## src/rtl/mdr_mar_unit_if.sv

```systemverilog
// Memory-side request/acknowledge bundle for mdr_mar_unit.
// master = register unit, slave = word-addressed RAM.
interface mdr_mar_unit_if #(
  parameter int ADDR_W = 9
);
  logic              mem_req;
  logic              mem_we;
  logic [ADDR_W-1:0] mem_addr;
  logic [31:0]       mem_wdata;
  logic [31:0]       mem_rdata;
  logic              mem_ack;

  modport master (
    output mem_req,
    output mem_we,
    output mem_addr,
    output mem_wdata,
    input  mem_rdata,
    input  mem_ack
  );

  modport slave (
    input  mem_req,
    input  mem_we,
    input  mem_addr,
    input  mem_wdata,
    output mem_rdata,
    output mem_ack
  );
endinterface

```

## src/rtl/mdr_mar_unit.sv

```systemverilog
// MAR/MDR register pair with single-word read/write sequencer.
// Optional ack watchdog: define MEM_TIMEOUT_EN.
module mdr_mar_unit #(
  parameter int ADDR_W  = 9,
  parameter int TIMEOUT = 15
) (
  input  logic         clock,
  input  logic         clear,
  input  logic [31:0]  BusMuxOut,
  input  logic         MARin,
  input  logic         MDRin,
  input  logic         rd_start,
  input  logic         wr_start,
  output logic [31:0]  BusMuxInMDR,
  output logic [31:0]  address,
  output logic         busy,
  output logic         done,
  output logic         err,
  mdr_mar_unit_if.master mem
);

  typedef enum logic [1:0] {
    IDLE = 2'd0,
    RD   = 2'd1,
    WR   = 2'd2,
    DONE = 2'd3
  } state_t;

  state_t            state;
  state_t            state_nxt;
  logic [ADDR_W-1:0] mar;
  logic [31:0]       mdr;
  logic              idle;
  logic              waiting;
  logic              start;
  logic              ack_hit;
  logic              expire;

  if (TIMEOUT < 1) begin : g_bad_timeout
    $error("mdr_mar_unit: TIMEOUT must be >= 1");
  end

  assign idle    = (state == IDLE);
  assign waiting = (state == RD) || (state == WR);
  assign start   = idle && (rd_start || wr_start);
  assign ack_hit = waiting && mem.mem_ack;

`ifdef MEM_TIMEOUT_EN
  localparam int CW = $clog2(TIMEOUT + 1);

  logic [CW-1:0] cnt;
  logic          err_q;

  // ack on the expiry edge wins, so expire is gated by !mem_ack
  assign expire = waiting && !mem.mem_ack
                  && (cnt == CW'(TIMEOUT - 1));

  always_ff @(posedge clock) begin
    if (!clear) begin
      cnt <= '0;
    end else if (start) begin
      cnt <= '0;
    end else if (waiting && !mem.mem_ack) begin
      cnt <= cnt + 1'b1;
    end
  end

  always_ff @(posedge clock) begin
    if (!clear) begin
      err_q <= 1'b0;
    end else if (start) begin
      err_q <= 1'b0;
    end else if (expire) begin
      err_q <= 1'b1;
    end
  end

  assign err = err_q;
`else
  assign expire = 1'b0;
  assign err    = 1'b0;
`endif

  always_ff @(posedge clock) begin
    if (!clear) begin
      state <= IDLE;
    end else begin
      state <= state_nxt;
    end
  end

  always_comb begin
    state_nxt = state;
    unique case (state)
      IDLE: begin
        if (rd_start) begin
          state_nxt = RD;
        end else if (wr_start) begin
          state_nxt = WR;
        end
      end
      RD, WR: begin
        if (mem.mem_ack || expire) begin
          state_nxt = DONE;
        end
      end
      DONE: state_nxt = IDLE;
      default: state_nxt = IDLE;
    endcase
  end

  always_comb begin
    mem.mem_req = 1'b0;
    mem.mem_we  = 1'b0;
    busy        = 1'b0;
    done        = 1'b0;
    unique case (state)
      IDLE: ;
      RD: begin
        mem.mem_req = 1'b1;
        busy        = 1'b1;
      end
      WR: begin
        mem.mem_req = 1'b1;
        mem.mem_we  = 1'b1;
        busy        = 1'b1;
      end
      DONE: begin
        busy = 1'b1;
        done = 1'b1;
      end
      default: ;
    endcase
  end

  // loads only in IDLE keep mem_addr/mem_wdata stable per request
  always_ff @(posedge clock) begin
    if (!clear) begin
      mar <= '0;
    end else if (idle && MARin) begin
      mar <= BusMuxOut[ADDR_W-1:0];
    end
  end

  always_ff @(posedge clock) begin
    if (!clear) begin
      mdr <= '0;
    end else if (ack_hit && (state == RD)) begin
      mdr <= mem.mem_rdata;
    end else if (idle && MDRin) begin
      mdr <= BusMuxOut;
    end
  end

  assign address       = {{(32-ADDR_W){1'b0}}, mar};
  assign BusMuxInMDR   = mdr;
  assign mem.mem_addr  = mar;
  assign mem.mem_wdata = mdr;

endmodule

```

## src/flat_wrapper.sv

```systemverilog
// flat-port wrapper written by rule: the top's interface ports become plain ports
module mdr_mar_unit_flat 
#(
  parameter int ADDR_W  = 9,
  parameter int TIMEOUT = 15
)
  (clock, clear, BusMuxOut, MARin, MDRin, rd_start, wr_start, BusMuxInMDR, address, busy, done, err, mem_mem_req, mem_mem_we, mem_mem_addr, mem_mem_wdata, mem_mem_rdata, mem_mem_ack);
  mdr_mar_unit_if #(.ADDR_W(ADDR_W)) mem_i ();
  input  logic clock;
  input  logic clear;
  input  logic [31:0] BusMuxOut;
  input  logic MARin;
  input  logic MDRin;
  input  logic rd_start;
  input  logic wr_start;
  output logic [31:0] BusMuxInMDR;
  output logic [31:0] address;
  output logic busy;
  output logic done;
  output logic err;
  output wire logic [$bits(mem_i.mem_req)-1:0] mem_mem_req;
  output wire logic [$bits(mem_i.mem_we)-1:0] mem_mem_we;
  output wire logic [$bits(mem_i.mem_addr)-1:0] mem_mem_addr;
  output wire logic [$bits(mem_i.mem_wdata)-1:0] mem_mem_wdata;
  input wire logic [$bits(mem_i.mem_rdata)-1:0] mem_mem_rdata;
  input wire logic [$bits(mem_i.mem_ack)-1:0] mem_mem_ack;
  assign mem_mem_req = mem_i.mem_req;
  assign mem_mem_we = mem_i.mem_we;
  assign mem_mem_addr = mem_i.mem_addr;
  assign mem_mem_wdata = mem_i.mem_wdata;
  assign mem_i.mem_rdata = mem_mem_rdata;
  assign mem_i.mem_ack = mem_mem_ack;
  mdr_mar_unit #(.ADDR_W(ADDR_W), .TIMEOUT(TIMEOUT)) u_core (.clock(clock), .clear(clear), .BusMuxOut(BusMuxOut), .MARin(MARin), .MDRin(MDRin), .rd_start(rd_start), .wr_start(wr_start), .BusMuxInMDR(BusMuxInMDR), .address(address), .busy(busy), .done(done), .err(err), .mem(mem_i));
endmodule
```

## config.mk

```make
export PLATFORM = sky130hd
export DESIGN_NAME = mdr_mar_unit_flat
export DESIGN_NICKNAME = d
export VERILOG_FILES = /design/src/rtl/mdr_mar_unit_if.sv /design/src/rtl/mdr_mar_unit.sv /design/src/flat_wrapper.sv
export SDC_FILE = /design/constraint.sdc
export NUM_CORES = 1
export LEC_CHECK = 0
export ABC_AREA = 1
export CAP_MARGIN = 20
export CORE_UTILIZATION = 24
export CTS_CLUSTER_SIZE = 10
export DETAILED_ROUTE_END_ITERATION = 16
export PLACE_DENSITY = 0.69
export SYNTH_ARGS = -nofsm -noshare
export SYNTH_HDL_FRONTEND = slang
export SYNTH_SLANG_ARGS = --single-unit
```

## constraint.sdc

```tcl
create_clock -name clock -period 1.57 [get_ports clock]
set_clock_uncertainty 0.05 [all_clocks]
set_input_delay 0.157 -clock clock [delete_from_list [all_inputs] [get_ports clock]]
set_output_delay 0.157 -clock clock [all_outputs]
set_load 0.05 [all_outputs]
```

==> out/metrics.yaml <==
power_and_ir_drop:
  p_seq_share_pct: 21.4
  p_comb_share_pct: 69.5
  vdd_drop_max_uv: 1270
  p_leak_nw: 1.85
  power.switching_mw: 4.34
  cellPowerDensity_nw_per_um2: 1990
  swShare_pct: 55.6
  p_int_mw: 3.47
  clkPwrFrac_pct: 9.2
die:
  boundaryPins: 181
  num_rows: 38
  initial_core_util_pct: 24.5
  coreArea_um2: 10800
  die_w_um: 107
  die_y_um: 107
  die-area_um2: 11500
clock_network:
  cts_setup_buffers: 0
  holdBufCountCts: 0
  clkSinkCount: 43
  cts_max_path_buffers: 2
  cts_tree: "yes"
  h-tree-depth: 2
  numCtsBuffers: 5
  cts.clk_slew.worst_paths_ns: 0.08
  insertion_delay_ns: 0.29
  root_buffer: "clkbuf_8"
  post_cts_resized: 4
setup_path:
  crit_buf_inv: 3
  critPathRequiredTime_ns: 1.36
  cp.arrival_ns: 1.30
  crit_chain: "inv_1, buf_4, ha_1, buf_12"
  startpoint_type: "flop"
  critPathKind: "flop to output pin"
  path_delay_family: "buffers and inverters"
  slowest_delay_ns: 0.38
  end_kind: "output pin"
  critPathSlowestCell: "dfxtp_2"
  r2r_slack_ns: 0.13
  critPathMaxFanout: 3
route:
  routed_via_density: 4.23
  drc: 0
  ant_nets: 0
  wl_per_cell_um: 12.6
  first_pass_iters: 4
  vias: 2680
  drt_iter0_drc: 160
  route.final.wire_length_um: 7970
final_layout:
  final_layout_size_suffix_gt1_share_pct: 26.7
  n_antenna_cell: 0
  multi_input_area_um2: 1250
  final_common_cell: "nand2_1"
  num-fill-cells: 1147
  fin_nets: 570
  final_cell_area_um2: 3930
  postLayoutCoreUtil_pct: 36.2
  final_cell_mix: "nand2_1 (130), buf_4 (91), clkdlybuf4s50_1 (70)"
  ff_latch_area_um2: 862
  syn2layout_area_growth_pct: 47.6
place:
  dp_hpwl_um: 6150
  gp_congestion: 0.775
  portBuffers: 156
  dp_slack_ns: -0.143
  place_area_um2: 3800
yosys:
  synth_area_um2: 2660
  yosysWarnings: 0
  syn_area_per_cell_um2: 6.97
  ys_ff_latch: 43
  ys_types: 19
  ys_seq_area_share_pct: 32.3
  synthCells: 382
grt:
  grt_pass1_wl_um: 12200
  grt_pass1_vias: 2514
  grt_overflow: 0
  grtUsageMet3_pct: 2.18
  grt_util_met1_pct: 15.7
  grt_max_degree: 34
  use_met2_pct: 25.1
  grt-busiest-layer: "met2"
  globalRouteTotalUtil_pct: 13.5
  antenna_found_initial: 0
timing:
  layout_setup_ws_ns: 0.0598
  setup_violations: 0
  fmax_mhz: 662
  min_period_over_period_pct: 96.2
  final-max-slew-violation-count: 0
  final_hold_viol_count: 0
  finalCriticalPeriod_ns: 1.51
run:
  drv_cap: 0
min_path:
  hold_class: "flop to flop"
run_status:
  outcome: "finished, final reports clean"
==> synth_stat cells (all sizes together) <==
cell type / instances / share of area, %
a21oi: 32 / 7.4
nand3: 32 / 6.0
o21ai: 10 / 1.9
conb: 1 / 0.14
ha: 5 / 2.4
dfxtp: 43 / 32
nor2: 23 / 3.2
inv: 6 / 0.85
clkbuf: 4 / 0.56
clkinv: 2 / 0.47
buf: 82 / 23
nand2: 142 / 22
==> power groups by stage <==
stage / sequential, mW / combinational (mW) / clock [mW]
finish: 1.67 / 5.43 / 0.717
global route: 1.72 / 5.79 / 0.784
CTS: 1.67 / 5.40 / 0.753
detailed placement: 1.69 / 5.34 / 0
global placement: 1.67 / 5.28 / 0
floorplan: 2.54 / 3.24 / 0
==> registers in the layout, summed over array words and instances (netlist names) <==
name	flops
u_core.mem.mem_addr	9
u_core.state	2
u_core.BusMuxInMDR	32
==> routing by layer <==
layer,wire length [µm],share of wire (%)
met4,73,0.92
met2,4190,53
met5,0,0
met1,3250,41
met3,454,5.7
==> path summary, 6_finish.rpt <==
check,start,endpoint,depth (start not counted)
setup reg to reg,u_core.state[1],u_core.BusMuxInMDR[25],7
hold / removal,u_core.BusMuxInMDR[9],u_core.BusMuxInMDR[9],2
hold reg to reg,u_core.BusMuxInMDR[9],u_core.BusMuxInMDR[9],2
setup / recovery,u_core.state[0],mem_mem_we,4
==> logic make-up (layout without fill, tap and decap cells) <==
kind of cell | count (synthesis) | in the layout | share of synthesized area [%]
flops | 43 | 43 | 32.3
other cells | 1 | 24 | 0.141
buf+inv | 94 | 183 | 24.7
fa+ha+maj | 5 | 5 | 2.35
compound gates | 42 | 42 | 9.31
simple gates | 197 | 197 | 31.1
==> layout make-up <==
class / count / share of cell area (%)
clock buffers: 6 / 2.10
clock inverters: 1 / 0.127
inverters: 8 / 1.08
multi-input cells: 268 / 31.9
flip-flops and latches: 43 / 21.9
well taps: 140 / 4.46
repair buffers: 168 / 38.4
==> tightest hold or removal path, cell delays in order, from the launching register on <==
cell and delay [ns]:
dfxtp_1 0.33, nand2_1 0.07, a21oi_1 0.05
==> stage by stage <==
stage / TNS, ns / power, mW / hold slack (ns) / std cells
floorplan: 0 / 5.77 / 0.243 / 405
global placement: -3.36 / 6.95 / 0.422 / 627
detailed placement: -3.82 / 7.03 / 0.434 / 627
CTS: 0 / 7.82 / 0.447 / 634
global route: -0.000719 / 8.29 / 0.458 / 634
finish: 0 / 7.82 / 0.447 / 634
Power figures use the tool's default switching activity.
